**src/rtl/wb_pkg.sv**
```systemverilog
// rtl/wb_pkg.sv - shared Wishbone types, defaults and arbiter state encoding
//
// Purpose : common definitions for the two-master Wishbone arbiter slice.
// Contents: default address/data widths, request/response bundles,
//           arbiter state enum and a state-to-owner decode helper.
package wb_pkg;

  localparam int WB_AW = 30;
  localparam int WB_DW = 32;
  localparam int WB_SW = WB_DW / 8;

  typedef struct packed {
    logic             cyc;
    logic             stb;
    logic             we;
    logic [WB_AW-1:0] addr;
    logic [WB_DW-1:0] data;
    logic [WB_SW-1:0] sel;
  } wb_req_t;

  typedef struct packed {
    logic             stall;
    logic             ack;
    logic             err;
    logic [WB_DW-1:0] data;
  } wb_rsp_t;

  typedef enum logic [1:0] {
    IDLE  = 2'd0,
    OWN0  = 2'd1,
    OWN1  = 2'd2,
    ABORT = 2'd3
  } arb_state_t;

  // One-hot owner as seen by the top level; ABORT reports no owner.
  function automatic logic [1:0] owner_onehot(input arb_state_t s);
    logic [1:0] r;
    r = 2'b00;
    if (s == OWN0) r = 2'b01;
    if (s == OWN1) r = 2'b10;
    return r;
  endfunction

endpackage

```
**src/rtl/wb_arb_watchdog.sv**
```systemverilog
// rtl/wb_arb_watchdog.sv - bus-cycle watchdog for the Wishbone arbiter
//
// Purpose : counts consecutive owned clocks with the slave cycle open and no
//           ack/err; raises o_fire for one clock once the limit is reached.
// Ports   : i_clk, i_reset_n (async active-low)
//           i_active   - an owner holds the slave cycle this clock
//           i_progress - slave answered (ack or err) this clock
//           o_fire     - timeout, asserted in the clock after the limit count
module wb_arb_watchdog #(
  parameter int TIMEOUT_CYCLES = 1023
) (
  input  logic i_clk,
  input  logic i_reset_n,
  input  logic i_active,
  input  logic i_progress,
  output logic o_fire
);

  localparam int            CW    = $clog2(TIMEOUT_CYCLES + 1);
  localparam logic [CW-1:0] LIMIT = CW'(TIMEOUT_CYCLES);

  logic [CW-1:0] cnt;

  // Fire is combinational on the registered count; the arbiter leaves OWNx
  // on that same edge, so i_active drops and the pulse is one clock wide.
  assign o_fire = i_active && (cnt == LIMIT);

  always_ff @(posedge i_clk or negedge i_reset_n) begin
    if (!i_reset_n) begin
      cnt <= '0;
    end else if (!i_active || i_progress || o_fire) begin
      cnt <= '0;
    end else if (cnt != LIMIT) begin
      cnt <= cnt + CW'(1);
    end
  end

endmodule

```
**src/rtl/wb_arbiter_2m.sv**
```systemverilog
// rtl/wb_arbiter_2m.sv - two-master to one-slave pipelined Wishbone arbiter
//
// Purpose : round-robin grant, locked for the whole bus cycle (CYC high).
//           Arbitration is registered; the datapath mux is combinational on
//           the registered grant.
// Ports   : i_clk, i_reset_n (async active-low)
//           i_m0_* / o_m0_* - master 0 request in, response out
//           i_m1_* / o_m1_* - master 1 request in, response out
//           o_s_*  / i_s_*  - slave request out, response in
//           o_owner         - one-hot grant: 01 = m0, 10 = m1, 00 = none
// Option  : WB_ARB_TIMEOUT_EN enables the watchdog and the ABORT state.
module wb_arbiter_2m
  import wb_pkg::*;
#(
  parameter int AW             = WB_AW,
  parameter int DW             = WB_DW,
  parameter int TIMEOUT_CYCLES = 1023
) (
  input  logic            i_clk,
  input  logic            i_reset_n,

  input  logic            i_m0_cyc,
  input  logic            i_m0_stb,
  input  logic            i_m0_we,
  input  logic [AW-1:0]   i_m0_addr,
  input  logic [DW-1:0]   i_m0_data,
  input  logic [DW/8-1:0] i_m0_sel,
  output logic            o_m0_stall,
  output logic            o_m0_ack,
  output logic            o_m0_err,
  output logic [DW-1:0]   o_m0_data,

  input  logic            i_m1_cyc,
  input  logic            i_m1_stb,
  input  logic            i_m1_we,
  input  logic [AW-1:0]   i_m1_addr,
  input  logic [DW-1:0]   i_m1_data,
  input  logic [DW/8-1:0] i_m1_sel,
  output logic            o_m1_stall,
  output logic            o_m1_ack,
  output logic            o_m1_err,
  output logic [DW-1:0]   o_m1_data,

  output logic            o_s_cyc,
  output logic            o_s_stb,
  output logic            o_s_we,
  output logic [AW-1:0]   o_s_addr,
  output logic [DW-1:0]   o_s_data,
  output logic [DW/8-1:0] o_s_sel,
  input  logic            i_s_stall,
  input  logic            i_s_ack,
  input  logic            i_s_err,
  input  logic [DW-1:0]   i_s_data,

  output logic [1:0]      o_owner
);

  arb_state_t state, state_nxt;
  // 1 = master 1 was granted last, so master 0 wins the next tie.
  logic       last_m1, last_m1_nxt;
  logic       wd_fire;

`ifdef WB_ARB_TIMEOUT_EN
  logic wd_active;

  assign wd_active = ((state == OWN0) && i_m0_cyc) || ((state == OWN1) && i_m1_cyc);

  wb_arb_watchdog #(
    .TIMEOUT_CYCLES(TIMEOUT_CYCLES)
  ) u_watchdog (
    .i_clk      (i_clk),
    .i_reset_n  (i_reset_n),
    .i_active   (wd_active),
    .i_progress (i_s_ack | i_s_err),
    .o_fire     (wd_fire)
  );
`else
  logic unused_timeout;

  assign wd_fire        = 1'b0;
  assign unused_timeout = (TIMEOUT_CYCLES == 0);
`endif

  always_ff @(posedge i_clk or negedge i_reset_n) begin
    if (!i_reset_n) begin
      state   <= IDLE;
      last_m1 <= 1'b1;
    end else begin
      state   <= state_nxt;
      last_m1 <= last_m1_nxt;
    end
  end

  always_comb begin
    state_nxt   = state;
    last_m1_nxt = last_m1;
    case (state)
      IDLE: begin
        if (i_m0_cyc && (!i_m1_cyc || last_m1)) begin
          state_nxt   = OWN0;
          last_m1_nxt = 1'b0;
        end else if (i_m1_cyc) begin
          state_nxt   = OWN1;
          last_m1_nxt = 1'b1;
        end
      end
      OWN0: begin
        if (wd_fire)        state_nxt = ABORT;
        else if (!i_m0_cyc) state_nxt = IDLE;
      end
      OWN1: begin
        if (wd_fire)        state_nxt = ABORT;
        else if (!i_m1_cyc) state_nxt = IDLE;
      end
`ifdef WB_ARB_TIMEOUT_EN
      ABORT: begin
        // last_m1 still names the master that was aborted.
        if (last_m1 ? !i_m1_cyc : !i_m0_cyc) state_nxt = IDLE;
      end
`endif
      default: state_nxt = IDLE;
    endcase
  end

  // Datapath mux. Responses are gated by the owner's cyc so that acks
  // arriving after the master released the cycle are dropped.
  always_comb begin
    o_owner    = owner_onehot(state);
    o_s_cyc    = 1'b0;
    o_s_stb    = 1'b0;
    o_s_we     = 1'b0;
    o_s_addr   = '0;
    o_s_data   = '0;
    o_s_sel    = '0;
    o_m0_stall = 1'b1;
    o_m0_ack   = 1'b0;
    o_m0_err   = 1'b0;
    o_m0_data  = '0;
    o_m1_stall = 1'b1;
    o_m1_ack   = 1'b0;
    o_m1_err   = 1'b0;
    o_m1_data  = '0;
    case (state)
      OWN0: begin
        o_s_cyc    = i_m0_cyc & ~wd_fire;
        o_s_stb    = i_m0_cyc & i_m0_stb & ~wd_fire;
        o_s_we     = i_m0_we;
        o_s_addr   = i_m0_addr;
        o_s_data   = i_m0_data;
        o_s_sel    = i_m0_sel;
        o_m0_stall = i_s_stall | wd_fire;
        o_m0_ack   = i_m0_cyc & i_s_ack & ~wd_fire;
        o_m0_err   = i_m0_cyc & (i_s_err | wd_fire);
        o_m0_data  = i_m0_cyc ? i_s_data : '0;
      end
      OWN1: begin
        o_s_cyc    = i_m1_cyc & ~wd_fire;
        o_s_stb    = i_m1_cyc & i_m1_stb & ~wd_fire;
        o_s_we     = i_m1_we;
        o_s_addr   = i_m1_addr;
        o_s_data   = i_m1_data;
        o_s_sel    = i_m1_sel;
        o_m1_stall = i_s_stall | wd_fire;
        o_m1_ack   = i_m1_cyc & i_s_ack & ~wd_fire;
        o_m1_err   = i_m1_cyc & (i_s_err | wd_fire);
        o_m1_data  = i_m1_cyc ? i_s_data : '0;
      end
      default: ;
    endcase
  end

endmodule

```
**config.mk**
```make
export PLATFORM = sky130hd
export DESIGN_NAME = wb_arbiter_2m
export DESIGN_NICKNAME = d
export VERILOG_FILES = /design/src/rtl/wb_pkg.sv /design/src/rtl/wb_arb_watchdog.sv /design/src/rtl/wb_arbiter_2m.sv
export SDC_FILE = /design/constraint.sdc
export NUM_CORES = 1
export LEC_CHECK = 0
export CORE_AREA = 2 2 123 125
export DETAILED_ROUTE_END_ITERATION = 10
export DIE_AREA = 0 0 125 127
export GPL_TIMING_DRIVEN = 0
export SLEW_MARGIN = 30
export SYNTH_ARGS = -nofsm -noshare
export SYNTH_HDL_FRONTEND = slang
export SYNTH_HIERARCHICAL = 1
export SYNTH_SLANG_ARGS = --single-unit
```
**constraint.sdc**
```tcl
create_clock -name i_clk -period 2.41 [get_ports i_clk]
set_input_delay 0.482 -clock i_clk [delete_from_list [all_inputs] [get_ports i_clk]]
set_output_delay 0.482 -clock i_clk [all_outputs]
set_load 0.1 [all_outputs]
```
# --- Yosys cells after proc, flatten, opt, wreduce, memory -nomap -nowiden ---
# Cells that the tools add are included.
# Widths: inputs -> output; s select.
totals:
  regBits: 3
  out_inout_bits: 141
  word_cells: 45
classes:
  eq_ne: 5
  n_mux: 25
  n_bitwise: 6
  n_reduce_logical: 7
ops:
  columns: ["operator", "n"]
  rows:
  - ["$mux 32", 4]
  - ["$pmux 32 s2", 1]
  - ["$pmux 30 s2", 1]
  - ["$mux 2", 5]
  - ["$mux 1", 9]
  - ["$pmux 4 s2", 1]
  - ["$and 1x1->1", 6]
  - ["$pmux 1 s2", 3]
  - ["$pmux 2 s3", 1]
  - ["$ne 2x2->1 const B", 2]
  - ["$ne 3x3->1 const B", 1]
  - ["$reduce_and 3->1", 1]
  - ["$eq 2x1->1 const B", 1]
  - ["$eq 2x2->1 const B", 1]
  - ["$logic_not 2->1", 1]
  - ["$reduce_and 2->1", 1]
  - ["$reduce_bool 2->1", 1]
  - ["$logic_and 1x1->1", 1]
  - ["$logic_not 1->1", 1]
  - ["$logic_or 1x1->1", 1]

# --- Depth between registers and ports, before layout ---
depth:
  depth_word: 5
  ltp_mapped: 7

# --- Worst setup path after synthesis ---
# Ideal clock, no wire load.
synth_path:
  kind: "flip-flop to output port"
  startpoint: "register state[1]"
  endpoint: "output o_s_stb"
  arrival_time_ns: 3.762
  required_time_ns: 1.928
  setup_slack_ns: -1.834
  stages_incl_launch_ff: 5
  cell_sequence: "dfrtp_1 inv_1 ha_1 nand3_1 a21boi_0"
synth_between:
  elab_chain_len: 2
  word_cells_on_any_way: 3
  classes_between: "eq/ne: 2; mux: 1"
synth_rtl:
  columns: ["item", "line", "rtl"]
  rows:
  - ["start, declared", "wb_arbiter_2m.sv:58", "arb_state_t state, state_nxt;"]
  - ["start signal, assigned", "wb_arbiter_2m.sv:89", "state <= state_nxt;"]
  - ["$eq 2x2->1 or $eq 2x1->1 (tied branches)", "wb_arbiter_2m.sv:143", "case (state)"]
  - ["$pmux 1 s2 *", "wb_arbiter_2m.sv:143", null]
  - ["end, declared", "wb_arbiter_2m.sv:45", "output logic o_s_stb,"]
# Every way passes the cells marked *; elsewhere a longest branch is shown, timed or not.

# --- Worst setup path in the final report ---
layout_path:
  startpoint: "register state[0]"
  endpoint: "output o_owner[1]"
layout_between:
  elab_chain_len: 2
layout_rtl:
  columns: ["item", "line", "rtl"]
  rows:
  - ["$eq 2x2->1", "wb_pkg.sv:40", "if (s == OWN1) r = 2'b10;"]
  - ["$mux 2", "wb_pkg.sv:40", null]
  - ["end, declared", "wb_arbiter_2m.sv:55", "output logic [1:0] o_owner"]
# Every way passes these cells.

==> metrics.md <==
| Metric | Value |
|---|---|
| Combined area of the multi-input logic cells | roughly 0.0022 sq mm |
| RSZ-0062 raised after global routing | true |
| Pleak | 2.80 nW |
| CTS root buf | clkbuf_16 |
| Synth cell types | 23 |
| Crit start category | register |
| Synth top area share | 27.9% |
| Register area | 76.3 sq um |
| Worst-path clk slew | 0.03 ns |
| Commonest register cell after synthesis | dfrtp_1 |
| Share of cells above drive strength 1 | 55.5% |
| Setup Viol. Count Final | 0 |
| Via Count | 3411 |
| Area Overhead vs Synth | 258% |
| GRT overflow | 0 |
| Post-Syn Area per Cell | 6.78 sq um |
| Tmin final | 2.38 ns |
| Core area | approximately 0.014 sq mm |
| Die Ht | 127 microns |
| Vias in the first global route | 3603 |
| Slew margin rel. | 32.0% |
| Worst-margin pin slew | just over 1 ns |
| Antenna-violating nets left | 0 |
| Final Wtd Congestion | 0.856 |
| FF-to-FF path depth | 7 |
| FF-to-FF Start | state[1] |
| Initial Util | approximately an eighth |
| Avg WL per Cell | 17.6 microns |
| Max FO, Critical Path | 4 |
| Total track usage | 15.5% |
| Sink Count | 3 |
| Final Max Tran Viols | 0 |
| Syn nets | 446 |
| Final period util | between 90% and 100% |
| Io pins | 316 |
| Worst Path Arrival | 1.90 ns |
| Synth area leaders | a22oi_1 28%, and3_1 24%, nor2b_1 24% |
| Kind of critical path | reg2out |
| Peak Freq | approximately 0.42 GHz |
| PD cells | around 1400 mW/mm^2 |
| Tot Pwr | 8.87 mW |
| Worst Path Required | just under 2 ns |
| Clock buffer count from CTS | 3 |
| Drt initial violations | 68 |
| Status | finished clean |
| Die area | between 0.015 and 0.02 sq mm |
| Fillers | 1389 |
| Number of max-cap violations | 0 |
| Util after Layout | around 45% |
| Worst setup EP type | output pin |
| H-tree Lvls | 1 |
| Top cells by count, synth | 68 x and3_1, 68 x nor2b_1, 67 x a22oi_1 |
| Post-Syn Instances | 266 |
| Setup Skew | 0.00219 ns |
| HP Class | in2async |
| Horiz. Die Dim | 125 microns |
| TritonCTS clock tree | built |
| First-pass GRT wire length | 19800 microns |
| Largest net degree at the start of global routing | 11 |
| Detailed Routing Iterations Pass 1 | 4 |
| Synth warn | 6 |
| Via density | 4.42 |
| Register area share after synthesis | 4.23% |
| Initial antenna violation count | 0 |
| Final Hold Viols | 0 |
| DRT Wirelength | 13600 microns |
| Post-CTS Hold Buffers | 0 |
| Row cnt | 44 |
| Post-DP HPWL | 11300 microns |
| Final Net Count | 768 |
| Antenna cell count | 0 |
| Reg2reg setup slack | 0.80 ns |
| Drt drc | 0 |
| Area leader, netlist | a22oi_1 |
| Post-synth design cell area | 0.00180 sq mm |
| PortBufs | 315 |
| Crit Reg-Reg Endpoint | state[0] |
| Skew-Pair Late Insertion Delay | 0.23 ns |
| Longest Clk Path Bufs | 2 |
| EDFF count, synth | 0 |
| Yosys reg bits | 3 |
| FFs w/ async S/R, synth | 100% |
| Max VDD drop | approximately 0.00063 V |
==> cell type report <==
cell class / count / area share, %
plain buffers: 37 / 4.41
clock buffers: 4 / 1.22
inverters: 3 / 0.174
multi-input cells: 223 / 33.4
flip-flops and latches: 3 / 1.18
well taps: 184 / 3.56
repair buffers: 317 / 56.0
==> state kept, by name (all words and copies together) (netlist names) <==
name     count
last_m1      1
state        2
==> how the worst max path moves through the flow <==
| stage | endpoint | start |
|---|---|---|
| 2_1_floorplan | o_s_stb | state[1] |
| 3_3_place_gp | o_s_addr[11] | state[0] |
| 3_5_place_dp | o_s_addr[7] | state[0] |
| 4_1_cts | o_s_addr[9] | state[1] |
| 5_1_grt | o_s_addr[10] | state[1] |
| 6_report | o_owner[1] | state[0] |
==> cells in the final DEF, fill, tap and decap left out, drive strengths merged <==
cell           count
a22oi             68
dfrtp              2
a31oi              1
nand3              3
and3              68
o2111ai            1
buf              156
inv                3
nand2b             3
o21a               1
clkbuf            25
clkdlybuf4s50    173
ha                 5
clkdlybuf4s15      2
a21boi             1
dfstp              1
o221ai             1
nand4b             1
o211ai             1
dlygate4sd2        1
nor2b             68
dlymetal6s2s       1
a21oi              1
==> per-layer routing <==
layer	routed length [microns]	part of all wire [%]	GRT usage, %
met3	1040	7.7	2.89
met5	0	0	0
met4	214	1.6	3.33
met2	7640	56	31.6
met1	4660	34	16.3
==> power breakdown <==
part / internal, mW / leakage (nW) / switching [mW]
clock: 0.218 / 0.0382 / 0.0472
combinational: 2.97 / 2.72 / 5.53
sequential: 0.0802 / 0.0361 / 0.0238
==> repair_timing <==
action / CTS / global route
setup buffers: 0 / 2
setup endpoints to repair: 141 / 135
hold endpoints to repair: 0 / 0
gates resized for setup: 934 / 137
==> stage by stage <==
stage	hold slack (ns)	TNS, ns	worst slack [ns]	instance area (sq um)	cells
4_1_cts	0.443	-0.613	-0.0664	5930	769
3_3_place_gp	0.530	-119.69	-1.17	5790	765
6_report	0.439	0	0.0293	6460	771
2_1_floorplan	0.186	-20.04	-0.770	2400	266
3_5_place_dp	0.541	-122.25	-1.21	5770	765
5_1_grt	0.449	-0.170	-0.0393	6460	771
==> critical path, cell delays in order (launching register included) <==
cell and delay (ns):
dfrtp_1 0.41, inv_2 0.13, ha_2 0.22, dlygate4sd2_1 0.91
==> kinds of logic after synthesis <==
group	count (synthesis)	share of synthesized area, %
adder cells (fa/ha/maj)	5	3.47
AO/OA/AOI/OAI	75	31.9
buffers and inverters	40	10.9
AND/OR/NAND/NOR	143	49.5
flip-flops	3	4.23
No activity file was read; power rests on OpenSTA's default activity.
